**src/rtl/pipeline_control_unit_pkg.sv**
```systemverilog
// Shared encodings for the pipeline sequencer: FSM states and the
// architectural constants it matches against.
package pipeline_ctrl_pkg;

    typedef enum logic [1:0] {
        ST_RUN    = 2'd0,
        ST_DRAIN  = 2'd1,
        ST_HALTED = 2'd2
    } state_t;

    localparam logic [31:0] HALT_INSN_DEF = 32'hFFFF_FFFF;
    localparam logic [4:0]  REG_ZERO      = 5'd0;

endpackage

```
**src/rtl/pipeline_control_unit_sat_counter.sv**
```systemverilog
// Up-counter that sticks at all-ones instead of wrapping; used for the
// cycle and stall performance counters.
module sat_counter #(
    parameter int CNT_W = 32
) (
    input  logic             clk,
    input  logic             reset,
    input  logic             en,
    input  logic             clr,
    output logic [CNT_W-1:0] count
);

    always_ff @(posedge clk or negedge reset) begin
        if (!reset) begin
            count <= '0;
        end else if (clr) begin
            count <= '0;
        end else if (en && (count != '1)) begin
            count <= count + CNT_W'(1);
        end
    end

endmodule

```
**src/rtl/pipeline_control_unit.sv**
```systemverilog
// Pipeline sequencer: stall/bubble/flush decode for load-use and taken
// branches, halt detection with a fixed-length drain, and perf counters.
module pipeline_control_unit
    import pipeline_ctrl_pkg::*;
#(
    parameter logic [31:0] HALT_INSN    = HALT_INSN_DEF,
    parameter int          DRAIN_CYCLES = 3,
    parameter int          CNT_W        = 32
) (
    input  logic             clk,
    input  logic             reset,
    input  logic             id_valid,
    input  logic [31:0]      id_instr,
    input  logic [4:0]       id_rs1,
    input  logic [4:0]       id_rs2,
    input  logic             id_uses_rs1,
    input  logic             id_uses_rs2,
    input  logic             ex_mem_read,
    input  logic [4:0]       ex_rd,
    input  logic             ex_branch_taken,
    output logic             pc_write,
    output logic             if_id_write,
    output logic             if_id_flush,
    output logic             id_ex_flush,
    output logic             end_program,
    output logic [CNT_W-1:0] cycle_count,
    output logic [CNT_W-1:0] stall_count,
    output state_t           state_dbg
);

    localparam int            DW         = (DRAIN_CYCLES > 1) ? $clog2(DRAIN_CYCLES) : 1;
    localparam logic [DW-1:0] DRAIN_LOAD = DW'(DRAIN_CYCLES - 1);

    state_t        state, next_state;
    logic [DW-1:0] drain_cnt, drain_next;
    logic          lu_stall, halt_det, stall_inc;

    always_ff @(posedge clk or negedge reset) begin
        if (!reset) begin
            state       <= ST_RUN;
            drain_cnt   <= '0;
            end_program <= 1'b0;
        end else begin
            state       <= next_state;
            drain_cnt   <= drain_next;
            end_program <= (next_state == ST_HALTED);
        end
    end

    always_comb begin
        next_state  = state;
        drain_next  = drain_cnt;
        stall_inc   = 1'b0;
        pc_write    = 1'b0;
        if_id_write = 1'b0;
        if_id_flush = 1'b0;
        id_ex_flush = 1'b1;
        lu_stall    = id_valid && ex_mem_read && (ex_rd != REG_ZERO) &&
                      ((id_uses_rs1 && (id_rs1 == ex_rd)) ||
                       (id_uses_rs2 && (id_rs2 == ex_rd)));
        halt_det    = id_valid && (id_instr == HALT_INSN) && !ex_branch_taken;

        case (state)
            ST_RUN: begin
                if (ex_branch_taken) begin
                    pc_write    = 1'b1;
                    if_id_write = 1'b1;
                    if_id_flush = 1'b1;
                end else if (halt_det) begin
                    next_state = ST_DRAIN;
                    drain_next = DRAIN_LOAD;
                end else if (lu_stall) begin
                    stall_inc = 1'b1;
                end else begin
                    pc_write    = 1'b1;
                    if_id_write = 1'b1;
                    id_ex_flush = 1'b0;
                end
            end
            // EX only ever sees bubbles here, so a branch input is ignored.
            ST_DRAIN: begin
                if (drain_cnt == '0) begin
                    next_state = ST_HALTED;
                end else begin
                    drain_next = drain_cnt - DW'(1);
                end
            end
            ST_HALTED: next_state = ST_HALTED;
            default:   next_state = ST_RUN;
        endcase

        // Hold the pipeline frozen and bubbled for as long as reset is low.
        if (!reset) begin
            pc_write    = 1'b0;
            if_id_write = 1'b0;
            if_id_flush = 1'b1;
            id_ex_flush = 1'b1;
        end
    end

    assign state_dbg = state;

    sat_counter #(.CNT_W(CNT_W)) u_cycle_cnt (
        .clk   (clk),
        .reset (reset),
        .en    (state != ST_HALTED),
        .clr   (1'b0),
        .count (cycle_count)
    );

    sat_counter #(.CNT_W(CNT_W)) u_stall_cnt (
        .clk   (clk),
        .reset (reset),
        .en    (stall_inc),
        .clr   (1'b0),
        .count (stall_count)
    );

endmodule

```
**config.mk**
```make
export PLATFORM = sky130hd
export DESIGN_NAME = pipeline_control_unit
export DESIGN_NICKNAME = d
export VERILOG_FILES = /design/src/rtl/pipeline_control_unit_pkg.sv /design/src/rtl/pipeline_control_unit_sat_counter.sv /design/src/rtl/pipeline_control_unit.sv
export SDC_FILE = /design/constraint.sdc
export NUM_CORES = 1
export LEC_CHECK = 0
export ABC_CLOCK_PERIOD_IN_PS = 4410
export CAP_MARGIN = 20
export CORE_ASPECT_RATIO = 0.9
export CORE_MARGIN = 2
export CORE_UTILIZATION = 49
export CTS_CLUSTER_SIZE = 8
export DETAILED_ROUTE_END_ITERATION = 10
export PLACE_DENSITY = 0.91
export REMOVE_ABC_BUFFERS = 1
export SLEW_MARGIN = 20
export SYNTH_ARGS = -nofsm -noshare
export SYNTH_HDL_FRONTEND = slang
export SYNTH_SLANG_ARGS = --single-unit
export TNS_END_PERCENT = 50
```
**constraint.sdc**
```tcl
create_clock -name clk -period 4.41 [get_ports clk]
set_input_delay 1.323 -clock clk [delete_from_list [all_inputs] [get_ports clk]]
set_output_delay 1.323 -clock clk [all_outputs]
set_load 0.05 [all_outputs]
```
### Yosys cells after proc, flatten, opt, wreduce, memory -nomap -nowiden

Cells that the tools add are included.

* shift-type cells: 0
* reduce and logical (&&, ||, !) cells: 16
* div/mod/pow operators: 0
* mux-type cells: 24
* $lt $le $gt $ge: 0
* equality and inequality tests: 12
* $mul: 0
* bitwise gates (word level): 0
* add/sub/neg operators: 3

Operators by type and width (count)
* $add A32 B1 Y32 const B: 2
* $ne A32 B32 Y1 const B: 2
* $eq A32 B32 Y1 const B: 1
* $mux W1: 16
* $mux W2: 6
* $eq A5 B5 Y1: 2
* $logic_and A1 B1 Y1: 9
* $ne A2 B2 Y1 const B: 4
* $pmux W2 S3: 1
* $reduce_bool A5 Y1: 1
* $eq A2 B2 Y1 const B: 2
* $logic_not A2 Y1: 2
* $pmux W2 S2: 1
* $reduce_and A4 Y1: 1
* $eq A2 B1 Y1 const B: 1
* $reduce_bool A2 Y1: 1
* $sub A2 B1 Y2 const B: 1
* $logic_not A1 Y1: 1
* $logic_or A1 B1 Y1: 1

* bits in registers: 69
* bits of input ports: 54
* bits in writable memories: 0
* bits in read-only memories: 0
* memories kept: 0
* output and inout bits: 71
* word-level logic and storage cells: 60
* bits in latches: 0

### Longest topological paths before layout

* depth in word-level cells: 9
* depth in mapped cells: 9
* mapped depth without buffers: 7

### Modules after synthesis

From an unflattened synthesis, not the netlist that was laid out.

* cells, all modules: 460
* area total of the unflattened synthesis: 4259.1 µm²

By module, submodules not included
* sat_counter: cells an instance 198, area each 1854.3 µm², instances 2
* pipeline_control_unit: cells an instance 64, area each 550.5 µm², instances 1

### Worst setup path before layout

OpenSTA, ideal clock, no wires.

* path type: input -> output
* start point: input ex_rd[0]
* end point: output pc_write
* path slack: -125 ps
* buffers on the path: 1
* stages: 6
* arrival: 3212 ps
* cells stage by stage: or3_1 o311a_1 nand2_1 a21oi_1 nor2_1 buf_4

* cells in the longest elaborated chain, start to end: 9
* elaborated cells on any way between the ends: 13
* classes of those cells: eq/ne (2); mux (5); reduce/logical (6)

Ends and longest elaborated chain
* start, declared: line pipeline_control_unit.sv:19 `input logic [4:0] ex_rd,`
* $eq A5 B5 Y1 (on tied branches): line pipeline_control_unit.sv:59, pipeline_control_unit.sv:60
* $logic_and A1 B1 Y1 (on tied branches): line pipeline_control_unit.sv:59, pipeline_control_unit.sv:60
* $logic_or A1 B1 Y1: line pipeline_control_unit.sv:59 `((id_uses_rs1 && (id_rs1 == ex_rd)) ||`
* $logic_and A1 B1 Y1 *: line pipeline_control_unit.sv:58 `lu_stall = id_valid && ex_mem_read && (ex_rd != REG_ZERO) &&`
* $mux W1 * (5 in series)
* end, declared: line pipeline_control_unit.sv:21 `output logic pc_write,`

Every way passes the cells marked *; elsewhere a longest branch is shown, timed or not.

### Worst setup path after layout

* start point: input ex_rd[0]
* end point: output if_id_write

* cells in the longest elaborated chain, start to end: 9
* elaborated cells on any way between the ends: 13
* classes of those cells: eq/ne (2); mux (5); reduce/logical (6)

Ends and longest elaborated chain
* $eq A5 B5 Y1 (on tied branches): line pipeline_control_unit.sv:59, pipeline_control_unit.sv:60
* $logic_and A1 B1 Y1 (on tied branches): line pipeline_control_unit.sv:59, pipeline_control_unit.sv:60
* $logic_or A1 B1 Y1: line pipeline_control_unit.sv:59
* $logic_and A1 B1 Y1 *: line pipeline_control_unit.sv:58
* $mux W1 *: line pipeline_control_unit.sv:72 `end else if (lu_stall) begin`
* $mux W1 *: line pipeline_control_unit.sv:69 `end else if (halt_det) begin`
* $mux W1 *: line pipeline_control_unit.sv:65 `if (ex_branch_taken) begin`
* $mux W1 *: line pipeline_control_unit.sv:63 `case (state)`
* $mux W1 *: line pipeline_control_unit.sv:93 `if (!reset) begin`
* end, declared: line pipeline_control_unit.sv:22 `output logic if_id_write,`

Marked as above.

==> impl_metrics.csv <==
group,metric,value,unit
cells_and_area,areaGrowthSynthToFinish,45.5,%
setup_path,path_cells,"clkdlybuf4s50_1 -> or3_1 -> o311a_1 -> nand2_2 -> a21oi_2 -> nor2_1 -> buf_4 -> buf_12",
routing,route.detailed.drc,0,
setup_path,critPathSlowestCell,"clkdlybuf4s50_1",
global_routing,grtUsageTotal,23.9,%
setup_path,worstPathRequired,3.09,ns
clock_network,clock-sinks,69,
synth,synth-edff-count,0,
global_routing,grt_pass1_wl,15200,um
routing,ant_nets,0,
synth,muxShareOfSynthArea,0.939,%
routing,routedWlPerCell,15.7,um
placed_design,place.port_buffers,124,
global_routing,grt_max_degree,70,
power,power_density,246,mW/mm^2
run,max-cap-violations,0,
setup_path,endpoint_kind,"primary output",
setup_path,slowest_delay,0.42,ns
timing,finalClockSkew,0.0117,ns
clock_network,cts-root-buf,"clkbuf_8",
outcome,outcome,"completed",
clock_network,cts_buffer_depth,2,
setup_path,start_kind,"input port",
timing,rsz0062_at_grt,"false",
die,num_io_pins,125,
placed_design,gp_congestion,0.848,
synth,synth_top_family_by_area,"simple AND/OR/NAND/NOR gates",
timing,maxSlewViolCount,0,
global_routing,grt_pass1_vias,3206,
synth,yosysTopAreaCell,"dfrtp_1",
setup_path,crit_path_end,"if_id_write",
die,fp-row-count,29,
synth,synth_top_area_share,48.0,%
synth,ys_ff_latch,69,
synth,synth_area,0.00360,mm^2
timing,holdWs,0.494,ns
clock_network,cts_tree,"done",
power,peakVddDrop,207,uV
global_routing,grt-busiest-layer,"met2",
setup_path,crit_start,"ex_rd[0]",
cells_and_area,layout.nets,542,
synth,syn_area_per_cell,10.4,um^2
timing,fmax,232,MHz
power,power_frac_comb,6.5,%
synth,synth-compound-area-share,2.85,%
die,core-area,0.00708,mm^2
synth,synthAdderAreaFrac,1.04,%
global_routing,grt_overflow,0,
die,die_w,94.3,um
power,power_frac_seq,49.1,%
setup_path,cp_num_cells,8,
routing,first_pass_iters,5,
clock_network,clock_latency,0.34,ns
global_routing,antenna_found_initial,0,
synth,synth.area.top_cells,"dfrtp_1, xnor2_1, nand4_1",
routing,viasPerCell,5.53,
placed_design,dp_slack,-0.00254,ns
placed_design,hpwl,6900,um
global_routing,grtUsageMet1,29.5,%
timing,timing.final.crit_share,97.9,%
min_path,hp-class,"reg2reg",
synth,synthFlopType,"dfrtp_1",
setup_path,rrSetupSlack,1.99,ns
setup_path,reg2regPathDepth,7,
setup_path,r2r-start,"u_stall_cnt.count[0]",
clock_network,numCtsBuffers,9,
die,start_util,50.8,%
routing,via_count,3224,
timing,relSlewSlack,43.9,%
setup_path,worstReg2RegEnd,"u_stall_cnt.count[14]",
timing,setup_violations,0,
synth,synthXorXnorAreaFrac,17.3,%
timing,period_needed,4.32,ns
power,pwr-share-clk,44.4,%
die,dieArea,0.00804,mm^2
power,p_switching,270,uW
synth,yosysUniqueCellTypes,42,
synth,synthArstFlopShare,100,%
timing,fin_ws,0.0916,ns
clock_network,clkTransAtPathRegs,0.07,ns
synth,synthTopCellsByCount,"dfrtp_1, xnor2_1, nand4_1",
synth,yosysMostFrequentCell,"dfrtp_1",
setup_path,cp.arrival,3.00,ns
synth,yosys_warnings,0,
timing,tightestPinTransition,0.841,ns
cells_and_area,n_antenna_cell,0,
setup_path,cp_max_fo,3,
global_routing,gr-usage-met3,8.26,%
routing,wl,9180,um
synth,synth_seq_area_share,48.0,%
synth,synthSimpleGateAreaFrac,26.7,%
synth,syn_inst,347,
power,switching_share,21.0,%
routing,drtIter0Drc,162,
setup_path,cp_num_buf_inv,3,
power,p_int,1020,uW
clock_network,cts_max_level,3,
cells_and_area,fillers,489,
power,leakagePower,0.00218,uW
setup_path,crit_family,"buffers and inverters",
cells_and_area,layoutNonFillerInstCount,583,
setup_path,critical_path_class,"in2out",
die,die_h,85.3,um
global_routing,grt.met2_usage,40.0,%
timing,finalHoldViolCount,0,
cells_and_area,drive_above_1_share,9.80,%
placed_design,placed_cells,564,
worst min-delay path by stage:
stage                            endpoint  cells past startpoint  slack, ns                   from
detailed placement  u_stall_cnt.count[27]                      1       0.49  u_stall_cnt.count[27]
floorplan                    drain_cnt[1]                      2       0.50           drain_cnt[1]
global route        u_stall_cnt.count[20]                      1       0.52  u_stall_cnt.count[20]
global placement    u_stall_cnt.count[23]                      1       0.48  u_stall_cnt.count[23]
CTS                 u_stall_cnt.count[27]                      1       0.50  u_stall_cnt.count[27]
finish              u_stall_cnt.count[27]                      1       0.49  u_stall_cnt.count[27]
power by group through the flow:
stage	clock [uW]	sequential (uW)	combinational [uW]
after global placement	0	645	79.9
final	572	632	83.1
after detailed placement	0	645	82.2
after global routing	612	632	90.1
after floorplan	0	645	14.1
after CTS	586	632	82.5
cell usage in the layout (no fill, tap or decap), types with 4 or more instances in the layout:
cell,Yosys,routed
inv_1,12,12
nor3_1,13,13
nand3_1,32,32
a21oi_1,5,4
clkdlybuf4s50_1,0,117
nor2_1,18,18
dfrtp_1,69,69
xor2_1,15,15
xnor2_1,56,56
clkbuf_8,0,10
and3_1,14,14
nand4_1,36,36
buf_4,1,12
and4_1,4,4
nor4_1,4,4
nand2_1,26,25
metrics by stage:
step	power (uW)	TNS (ns)	utilization (%)	instance area, um^2
after floorplan	659	-0.732	-	3530
after global placement	725	0	70.2	4970
after detailed placement	727	-0.00326	70.2	4970
after CTS	1300	0	73.4	5190
after global routing	1330	0	74.0	5230
final	1290	0	74.0	5230
sequential cells by signal, summed over array words and instances (netlist names):
signal / flops
drain_cnt: 2
u_stall_cnt.count: 32
end_program: 1
u_cycle_cnt.count: 32
state_dbg: 2
worst register-to-register path: stages (launching register included):
cell and delay, ns:
dfrtp_1 0.45, ha_1 0.26, and3_1 0.39, nand2_1 0.15
o2111a_1 0.47, buf_4 0.29, nand4_1 0.13, xnor2_1 0.17
final cells by class:
type	count	area (um^2)	share of cell area (%)
Multi-Input combinational cell	258	1770	33.8
Clock inverter	6	86.3	1.65
Inverter	12	45.0	0.861
Tap cell	93	116	2.22
Timing Repair Buffer	135	1350	25.8
Clock buffer	10	138	2.63
Sequential cell	69	1730	33.0
logic make-up (layout without fill, tap and decap cells):
kind of cell | Yosys count | in the layout
compound gates | 14 | 14
xor+xnor | 71 | 71
fa+ha+maj | 3 | 3
buf+inv | 20 | 163
flops | 69 | 69
mux | 3 | 3
simple gates | 167 | 167
per-layer routing:
layer / up-vias / part of all wire, %
met5: - / 0
met4: 0 / 0.96
met3: 14 / 7.0
met2: 128 / 50
met1: 1568 / 42
li1: 1514 / -
repair_timing:
item,CTS,global route
gates resized for setup,1,4
hold buffers,0,0
endpoints found under the setup margin,2,2
pin swaps,0,2
setup buffers,0,3
No activity file was read; power rests on OpenSTA's default activity.
